$ cat config.mk
export PLATFORM = sky130hd
export DESIGN_NAME = frame_buf_sched
export DESIGN_NICKNAME = d
export VERILOG_FILES = /design/src/rtl/frame_buf_sched_pkg.sv /design/src/rtl/frame_buf_sched_bank_state_reg.sv /design/src/rtl/frame_buf_sched.sv
export SDC_FILE = /design/constraint.sdc
export NUM_CORES = 1
export LEC_CHECK = 0
export BUFFER_PORTS_ARGS = -buffer_cell sky130_fd_sc_hd__buf_4
export CAP_MARGIN = 5
export CELL_PAD_IN_SITES_DETAIL_PLACEMENT = 1
export CELL_PAD_IN_SITES_GLOBAL_PLACEMENT = 2
export CORE_MARGIN = 5
export CORE_UTILIZATION = 33
export CTS_CLUSTER_SIZE = 24
export DETAILED_ROUTE_END_ITERATION = 7
export PLACE_DENSITY_LB_ADDON = 0.1
export SLEW_MARGIN = 20
export SYNTH_ARGS = -nofsm -noshare
export SYNTH_HDL_FRONTEND = slang
export SYNTH_SLANG_ARGS = --single-unit
$ cat constraint.sdc
create_clock -name clk -period 6.7 [get_ports clk]
set_input_delay 2.01 -clock clk [delete_from_list [all_inputs] [get_ports clk]]
set_output_delay 2.01 -clock clk [all_outputs]
set_load 0.01 [all_outputs]
$ cat src/rtl/frame_buf_sched_pkg.sv
// ---------------------------------------------------------------------------
// frame_buf_sched_pkg
// Shared types and defaults for the double-buffered frame scheduler:
//   bank_state_e : per-bank life cycle FREE -> WRITING -> FULL -> READING
//   wr_state_e   : writer FSM states
//   dbg_t        : debug view of the writer FSM and both bank states
//   sat_add8     : saturating 8-bit add used by the frame/error counters
// ---------------------------------------------------------------------------
package frame_buf_sched_pkg;

   localparam int ADDR_W_DEFAULT  = 16;
   localparam int PIX_NUM_DEFAULT = 57600;   // 240 x 240

   typedef enum logic [1:0] {
      BANK_FREE    = 2'd0,
      BANK_WRITING = 2'd1,
      BANK_FULL    = 2'd2,
      BANK_READING = 2'd3
   } bank_state_e;

   typedef enum logic {
      W_IDLE = 1'b0,
      W_WR   = 1'b1
   } wr_state_e;

   typedef struct packed {
      wr_state_e   wr_state;
      bank_state_e bank1;
      bank_state_e bank0;
   } dbg_t;

   // A single cycle can add up to two errors (abort of the running frame plus
   // a rejected one-pixel frame), hence the 2-bit increment.
   function automatic logic [7:0] sat_add8(input logic [7:0] v, input logic [1:0] n);
      logic [8:0] s;
      s = {1'b0, v} + {7'b0, n};
      return s[8] ? 8'hFF : s[7:0];
   endfunction

endpackage

$ cat src/rtl/frame_buf_sched_bank_state_reg.sv
// ---------------------------------------------------------------------------
// bank_state_reg
// Holds the state of both frame-buffer banks and applies the reader and
// writer transitions decided by the top level.
//   clk, rst        : clock, synchronous active-high reset (banks -> FREE)
//   rd_switch_i     : reader takes rd_bank_i (FULL -> READING); the bank
//                     previously READING is released to FREE
//   rd_bank_i       : bank the reader switches to
//   wr_set_i        : writer updates bank wr_bank_i to wr_state_i
//   bank0_st_o/1    : registered bank states
// The writer update is applied last. The top level guarantees it never
// targets the bank the reader is taking, so the only overlap is the released
// READING bank being claimed by a new frame, where WRITING must win.
// ---------------------------------------------------------------------------
module bank_state_reg
   import frame_buf_sched_pkg::*;
(
   input  logic        clk,
   input  logic        rst,
   input  logic        rd_switch_i,
   input  logic        rd_bank_i,
   input  logic        wr_set_i,
   input  logic        wr_bank_i,
   input  bank_state_e wr_state_i,
   output bank_state_e bank0_st_o,
   output bank_state_e bank1_st_o
);

   bank_state_e st_q [2];
   bank_state_e st_d [2];

   always_comb begin
      st_d[0] = st_q[0];
      st_d[1] = st_q[1];
      if (rd_switch_i) begin
         if (st_q[~rd_bank_i] == BANK_READING) st_d[~rd_bank_i] = BANK_FREE;
         st_d[rd_bank_i] = BANK_READING;
      end
      if (wr_set_i) st_d[wr_bank_i] = wr_state_i;
   end

   always_ff @(posedge clk) begin
      if (rst) begin
         st_q[0] <= BANK_FREE;
         st_q[1] <= BANK_FREE;
      end else begin
         st_q[0] <= st_d[0];
         st_q[1] <= st_d[1];
      end
   end

   assign bank0_st_o = st_q[0];
   assign bank1_st_o = st_q[1];

endmodule

$ cat src/rtl/frame_buf_sched.sv
// ---------------------------------------------------------------------------
// frame_buf_sched
// Schedules binary edge frames from the sobel stage into a two-bank frame
// buffer and hands completed frames to the VGA read side.
//   clk, rst                   : clock, synchronous active-high reset
//   din, din_vld/sop/eop       : pixel stream with frame delimiters
//   rd_start                   : VGA start-of-frame pulse
//   wr_en/wr_bank/wr_addr/
//   wr_data                    : registered RAM write port (1 cycle latency)
//   rd_bank                    : bank the VGA side reads
//   frame_rdy                  : sticky, set at the first bank hand-over
//   frame_cnt / err_cnt        : saturating accepted / discarded frames
//   dbg_o                      : writer FSM state and both bank states
// Handshake: a pixel is consumed in every cycle din_vld is high; there is no
// back-pressure. In W_IDLE only a din_sop pixel is consumed, others dropped.
// ---------------------------------------------------------------------------
module frame_buf_sched
   import frame_buf_sched_pkg::*;
#(
   parameter int ADDR_W  = ADDR_W_DEFAULT,
   parameter int PIX_NUM = PIX_NUM_DEFAULT
)(
   input  logic              clk,
   input  logic              rst,
   input  logic              din,
   input  logic              din_vld,
   input  logic              din_sop,
   input  logic              din_eop,
   input  logic              rd_start,
   output logic              wr_en,
   output logic              wr_bank,
   output logic [ADDR_W-1:0] wr_addr,
   output logic              wr_data,
   output logic              rd_bank,
   output logic              frame_rdy,
   output logic [7:0]        frame_cnt,
   output logic [7:0]        err_cnt,
   output dbg_t              dbg_o
);

   // One extra bit so over-long frames keep counting past PIX_NUM; the
   // counter saturates so very long frames can never alias to PIX_NUM.
   localparam int               CNT_W   = ADDR_W + 1;
   localparam logic [CNT_W-1:0] PIX_CNT = CNT_W'(PIX_NUM);

   bank_state_e bank_st [2];
   bank_state_e bank0_st, bank1_st;

   wr_state_e          wr_state_q, wr_state_d;
   logic               wbank_q, wbank_d;
   logic [CNT_W-1:0]   cnt_q, cnt_d;
   logic               wr_en_q, wr_bank_q, wr_data_q;
   logic [ADDR_W-1:0]  wr_addr_q;
   logic               rd_bank_q, frame_rdy_q;
   logic [7:0]         frame_cnt_q, err_cnt_q;

   logic               rd_busy, rd_cand, rd_switch;
   logic               accept, abort, cur_bank, wr_fire, eop_ok, eop_bad;
   logic [CNT_W-1:0]   idx, cnt_nxt;
   logic               wr_set;
   bank_state_e        wr_set_state;
   logic [1:0]         err_inc;

   assign bank_st[0] = bank0_st;
   assign bank_st[1] = bank1_st;

   // Reader: the candidate is the bank not READING; before the first
   // hand-over neither is, and only bank 0 can have filled at that point.
   always_comb begin
      rd_busy = (bank_st[0] == BANK_READING) || (bank_st[1] == BANK_READING);
      if (bank_st[0] == BANK_READING)      rd_cand = 1'b1;
      else if (bank_st[1] == BANK_READING) rd_cand = 1'b0;
      else                                 rd_cand = (bank_st[0] == BANK_FULL) ? 1'b0 : 1'b1;
      rd_switch = rd_start && (bank_st[rd_cand] == BANK_FULL);
   end

   // Writer. A new frame avoids the bank that is READING after this cycle's
   // hand-over, so a simultaneous rd_start and sop never collide.
   always_comb begin
      accept  = din_vld && ((wr_state_q == W_WR) || din_sop);
      abort   = din_vld && din_sop && (wr_state_q == W_WR);
      if (wr_state_q == W_WR) cur_bank = wbank_q;
      else if (rd_switch)     cur_bank = ~rd_cand;
      else if (rd_busy)       cur_bank = rd_cand;
      else                    cur_bank = 1'b0;
      idx     = din_sop ? '0 : cnt_q;
      cnt_nxt = (idx == {CNT_W{1'b1}}) ? idx : idx + CNT_W'(1);
      wr_fire = accept && (idx < PIX_CNT);
      eop_ok  = accept && din_eop && (cnt_nxt == PIX_CNT);
      eop_bad = accept && din_eop && (cnt_nxt != PIX_CNT);
      err_inc = {1'b0, abort} + {1'b0, eop_bad};

      wr_set       = accept;
      wr_set_state = BANK_WRITING;
      if (eop_ok)       wr_set_state = BANK_FULL;
      else if (eop_bad) wr_set_state = BANK_FREE;

      wr_state_d = wr_state_q;
      wbank_d    = wbank_q;
      cnt_d      = cnt_q;
      if (accept) begin
         wr_state_d = din_eop ? W_IDLE : W_WR;
         wbank_d    = cur_bank;
         cnt_d      = cnt_nxt;
      end
   end

   always_ff @(posedge clk) begin
      if (rst) begin
         wr_state_q  <= W_IDLE;
         wbank_q     <= 1'b0;
         cnt_q       <= '0;
         wr_en_q     <= 1'b0;
         wr_bank_q   <= 1'b0;
         wr_addr_q   <= '0;
         wr_data_q   <= 1'b0;
         rd_bank_q   <= 1'b0;
         frame_rdy_q <= 1'b0;
         frame_cnt_q <= 8'd0;
         err_cnt_q   <= 8'd0;
      end else begin
         wr_state_q <= wr_state_d;
         wbank_q    <= wbank_d;
         cnt_q      <= cnt_d;
         wr_en_q    <= wr_fire;
         if (wr_fire) begin
            wr_bank_q <= cur_bank;
            wr_addr_q <= idx[ADDR_W-1:0];
            wr_data_q <= din;
         end
         if (rd_switch) rd_bank_q <= rd_cand;
         frame_rdy_q <= frame_rdy_q | rd_switch;
         frame_cnt_q <= sat_add8(frame_cnt_q, {1'b0, eop_ok});
         err_cnt_q   <= sat_add8(err_cnt_q, err_inc);
      end
   end

   bank_state_reg u_bank_state_reg (
      .clk         (clk),
      .rst         (rst),
      .rd_switch_i (rd_switch),
      .rd_bank_i   (rd_cand),
      .wr_set_i    (wr_set),
      .wr_bank_i   (cur_bank),
      .wr_state_i  (wr_set_state),
      .bank0_st_o  (bank0_st),
      .bank1_st_o  (bank1_st)
   );

   assign wr_en     = wr_en_q;
   assign wr_bank   = wr_bank_q;
   assign wr_addr   = wr_addr_q;
   assign wr_data   = wr_data_q;
   assign rd_bank   = rd_bank_q;
   assign frame_rdy = frame_rdy_q;
   assign frame_cnt = frame_cnt_q;
   assign err_cnt   = err_cnt_q;

   always_comb begin
      dbg_o          = '0;
      dbg_o.wr_state = wr_state_q;
      dbg_o.bank0    = bank0_st;
      dbg_o.bank1    = bank1_st;
   end

endmodule

* Yosys cells after proc, flatten, opt, wreduce, memory -nomap -nowiden *
Memory sizes are Yosys's and may differ from the RTL's.
Index checks and enable logic that the tools add are counted.

word-level totals
  register bits after elaboration = 56
  bits in latches = 0
  bits in writable memories = 4
  memory bits (read-only) = 0
  word-level logic and storage cells = 86
  memories = 1

memory list
  memory                 depth  width  read ports  clocked after memory_dff  wr ports  RTL line                              RTL
  u_bank_state_reg.st_q  2      2      3           0                         2         frame_buf_sched_bank_state_reg.sv:29  bank_state_e st_q [2];

operators by class
  add/subtract/negate cells = 4
  multipliers = 0
  div/mod/pow operators = 0
  order comparisons = 7
  eq/ne operators = 8
  shift-type cells = 0
  mux-type cells = 32
  bitwise logic cells = 10
  reduce and logical (&&, ||, !) cells = 13

operator list
  cell                   number
  $mux 17                2
  $mux 2                 9
  $add 17x1->17 const B  1
  $eq 17x16->1 const B   1
  $eq 17x17->1 const B   1
  $lt 17x16->1 const B   1
  $ne 17x16->1 const B   1
  $mux 4                 4
  $mux 8                 2
  $logic_and 1x1->1      11
  $mux 1                 11
  $eq 2x2->1 const B     5
  $add 8x1->9            1
  $add 8x2->9            1
  $demux 2 s1            3
  $ge 2x2->1 const B     3
  $lt 2x1->1 const B     3
  $not 1->2              3
  $and 4x4->4            1
  $bwmux 4               1
  $not 4->4              1
  $or 4x4->4             1
  $or 1x1->1             3
  $add 1x1->2            1
  other kinds (2)        3

* Longest topological paths before layout *
An unclocked memory read counts as a cell.

  word-level depth = 21
  depth in mapped cells = 19
  gate-level depth less buffers = 15

* Hierarchy *
Synthesis repeated with hierarchy kept, for this count alone.

unflattened totals
  cell total of the unflattened synthesis = 331
  area, all modules = 3,040.4 µm²

modules (own cells, without submodules)
  module           times used  cells an instance  area an instance (µm²)
  frame_buf_sched  1           312                2,830.2
  bank_state_reg   1           19                 210.2

* Worst setup path after synthesis *
No wires, ideal clock.

  kind = input port to flip-flop
  from = input din_sop
  to = register err_cnt_q[7] (netlist: err_cnt[7])
  library setup time = 0.132 ns
  arrival = 5.458 ns
  data required time = 6.568 ns
  slack = 1.110 ns
  cell stages on the path = 18
  path buffers = 4
  cells stage by stage = buf_2 -> clkbuf_1 -> buf_1 -> nor2b_1 -> ha_1 -> buf_2 -> nand3_2 -> nor4_4 -> mux2_2 -> nor4_1 -> nand3_1 -> o21bai_1 -> fa_1 -> inv_1 -> ha_1 -> and4_1 -> nor4b_1 -> nor3_1

on the way
  cells in the longest elaborated chain, start to end = 8
  elaborated cells on any way between the ends = 14

RTL lines
  element                                               RTL line                   RTL
  start: declaration                                    frame_buf_sched.sv:27      input logic din_sop,
  $mux 17 (*)                                           frame_buf_sched.sv:86      idx = din_sop ? '0 : cnt_q;
  net idx[1]                                            frame_buf_sched.sv:59      logic [CNT_W-1:0] idx, cnt_nxt;
  $add 17x1->17 / $eq 17x17->1 (equally long branches)  frame_buf_sched.sv:87      cnt_nxt = (idx == {CNT_W{1'b1}}) ? idx : idx + CNT_W'(1);
  $mux 17 (*)                                           frame_buf_sched.sv:87
  $ne 17x16->1 (*)                                      frame_buf_sched.sv:90      eop_bad = accept && din_eop && (cnt_nxt != PIX_CNT);
  $logic_and 1x1->1 (*)                                 frame_buf_sched.sv:90
  $add 1x1->2 (*)                                       frame_buf_sched.sv:91      err_inc = {1'b0, abort} + {1'b0, eop_bad};
  $add 8x2->9 (*)                                       frame_buf_sched_pkg.sv:36  s = {1'b0, v} + {7'b0, n};
  $mux 8 (*)                                            frame_buf_sched_pkg.sv:37  return s[8] ? 8'hFF : s[7:0];
  end signal: assignment                                frame_buf_sched.sv:134     err_cnt_q <= sat_add8(err_cnt_q, err_inc);
  end: declaration                                      frame_buf_sched.sv:55      logic [7:0] frame_cnt_q, err_cnt_q;

The timed path passes the listed nets; every way through them passes the cells marked *.
A chain may end at the register's enable or synchronous reset.

* Worst setup path in the final report *
Ends and elaborated chain as after synthesis.

==> flow_summary.yaml <==
setup_path:
  cpMostUsedCell: "ha_1"
  worstSetupStartpointType: "primary input"
  cp.required_ps: 6900
  crit_arrival_ps: 5700
  critical_path_class: "in2reg"
  setup.worst_path.end_class: "flop"
  path_cells: "buf_4 -> nor2b_1 -> ha_1 -> nand3_2 -> nor4_4 -> mux2_2 -> nor4_1 -> nand3_1 -> o21bai_1 -> fa_1 -> inv_1 -> ha_1 -> and4_1 -> nor4b_1 -> nor3_1"
  crit_family: "simple AND/OR/NAND/NOR gates"
  cp_max_fo: 9
  crit_path_top_delay_cell: "nor4_4"
  path_buf_inv: 2
  max_stage_delay_ps: 540
yosys:
  synth_area_per_cell_sq_um: 8.00
  synth_edf_count: 0
  synth_area_leader_cell: "dfxtp_1"
  synth_top_area_share_pct: 37.8
  ys_dominant_reg_cell: "dfxtp_1"
  synth_seq_area_share_pct: 37.8
  syn_nets: 409
  ys_warn_count: 0
  syn_area_sq_um: 3180
  ys_seq_elements: 60
  synth_area_leaders: "dfxtp_1 38%, a21oi_1 8.2%, nand2_1 5.9%"
  yosysUniqueCellTypes: 59
  synth_cells: 397
  async_flop_share_pct: 0
clocking:
  clock_path_buffers: 2
  cts_resized: 0
  clock-sinks: 60
  cts.clk_slew.worst_paths_ps: 70
  cts_tree: "done"
  htreeDepth: 3
  clockRootBuffer: "clkbuf_8"
  cts_made_buffers: 9
  holdBufCountCts: 0
  post_cts_buffers: 0
  clock_latency_ps: 340
die:
  die_h_um: 108
  start_util_pct: 34.1
  io_pins: 49
  core-area_sq_um: 9330
  rows: 35
  die-area_sq_um: 11700
  die_w_um: 108
global_route:
  grt_max_degree: 62
  grt_usage_pct: 16.1
  antenna_found_initial: 0
  gr-total-overflow: 0
  grt_pass1_vias: 2903
  grt_pass1_wl_um: 15000
cells_and_area:
  final_common_cell: "dfxtp_1"
  fin_cells: 564
  area_growth_pct: 19.5
  layout-drive-gt1-share_pct: 18.9
  nNetsFinal: 444
  antennaDiodeCount: 0
  final_cell_mix: "60 x dfxtp_1, 52 x a21oi_1, 50 x nand2_1, 50 x buf_4, 36 x nor2_1"
timing:
  rsz0062_at_grt: "no"
  fin_crit_sh_pct: 82.1
  setup_tns_ps: 0
  slew_viol_final: 0
  worst_slew_pin_slew_ps: 672
  clock_skew_ps: 13.2
  worst_slack_ps: 1200
  finalSetupViolCount: 0
  hold_viol_final: 0
  min_period_ps: 5500
  fmax_mhz: 182
  slew_headroom_pct: 55.2
drt:
  avgViaCountPerCell: 5.19
  routed_wl_um: 8910
  drc: 0
  final_antenna_net_count: 0
  dr.pass1.iters: 4
  vias: 2928
  drtIter0Drc: 105
  wl_per_cell_um: 15.8
placement:
  place_ws_ps: 825
  dp_cells: 550
  portBuffers: 48
  hpwlAfterDp_um: 6280
  finalWeightedCongestion: 0.778
worst_hold_path:
  hold_class: "reg2reg"
flow_run:
  cap_viol_max_count: 0
status:
  status: "finished, final reports clean"
power:
  total_power_uw: 769
  power_leakage_nw: 1.37
  vdd_drop_max_mv: 0.0656
  p_per_area_nw_per_um2: 202
cell usage after synthesis, types with 4 or more instances:
| cell type | n |
|---|---|
| nand2_1 | 50 |
| or4_1 | 4 |
| xor2_1 | 7 |
| nand3_1 | 12 |
| ha_1 | 4 |
| inv_1 | 9 |
| a21oi_1 | 52 |
| nor2_1 | 36 |
| nand4b_1 | 5 |
| nand3b_1 | 10 |
| nand4_1 | 7 |
| o21ai_0 | 12 |
| clkbuf_1 | 13 |
| nand2b_1 | 5 |
| dfxtp_1 | 60 |
| buf_2 | 8 |
| and2_1 | 4 |
| nor3_1 | 15 |
| o21ai_1 | 5 |
| nor2b_1 | 7 |
| xnor2_1 | 7 |
| a31oi_1 | 7 |
report_power, final:
group	internal (mW)	switching [mW]	total, mW	leakage, nW
sequential	0.361	0.00455	0.365	0.485
combinational	0.0158	0.0307	0.0466	0.775
clock	0.209	0.148	0.357	0.108
total	0.585	0.183	0.769	1.37
metal layers:
layer | vias up | track usage [%] | part of all wire [%]
met5 | - | 0 | 0
met4 | 0 | 4.06 | 0.68
met3 | 7 | 4.30 | 4.3
met2 | 43 | 23.2 | 42
met1 | 1399 | 23.6 | 53
li1 | 1479 | - | -
final cells by class:
| class | count | area, sq um |
|---|---|---|
| well taps | 129 | 161 |
| fillers | 1152 | 5530 |
| clock inverters | 1 | 30.0 |
| multi-input cells | 302 | 1820 |
| clock buffers | 13 | 179 |
| inverters | 9 | 33.8 |
| repair buffers | 50 | 375 |
| flip-flops and latches | 60 | 1200 |
stage by stage:
step                utilization [%]  hold WS [ps]  instance area (sq um)
finish                         40.7           451                   3800
global placement               38.5           442                   3590
floorplan                         -           469                   3180
detailed placement             38.5           448                   3590
global route                   40.7           471                   3800
CTS                            40.7           458                   3800
flip-flops by register name, indices dropped and copies added, names as in the netlist, 4 cells and up:
name / flops
wr_addr: 16
err_cnt: 8
cnt_q: 17
u_bank_state_reg.st_q: 4
frame_cnt: 8
cell families (layout without fill, tap and decap cells):
family	Yosys count	after routing	synth area share (%)
mux	5	5	1.77
compound gates	96	96	18.0
fa+ha+maj	5	5	2.21
flops	60	60	37.8
simple gates	182	182	31.3
xor+xnor	14	14	3.86
buf+inv	35	73	5.04
path summary, 6_finish.rpt:
kind | start | endpoint | slack [ps] | depth (start not counted)
max | din_sop | err_cnt[7]$_SDFF_PP0_ | 1200 | 15
max reg2reg | cnt_q[0]$_SDFFE_PP0P_ | err_cnt[7]$_SDFF_PP0_ | 2480 | 14
min reg2reg | frame_rdy$_SDFF_PP0_ | frame_rdy$_SDFF_PP0_ | 450 | 2
min | frame_rdy$_SDFF_PP0_ | frame_rdy$_SDFF_PP0_ | 450 | 2
worst min-delay path, cell delays in order (launching register included):
cell and delay [ps]:
dfxtp_1 320, inv_1 50, a21oi_1 50
Power figures use the tool's default switching activity.
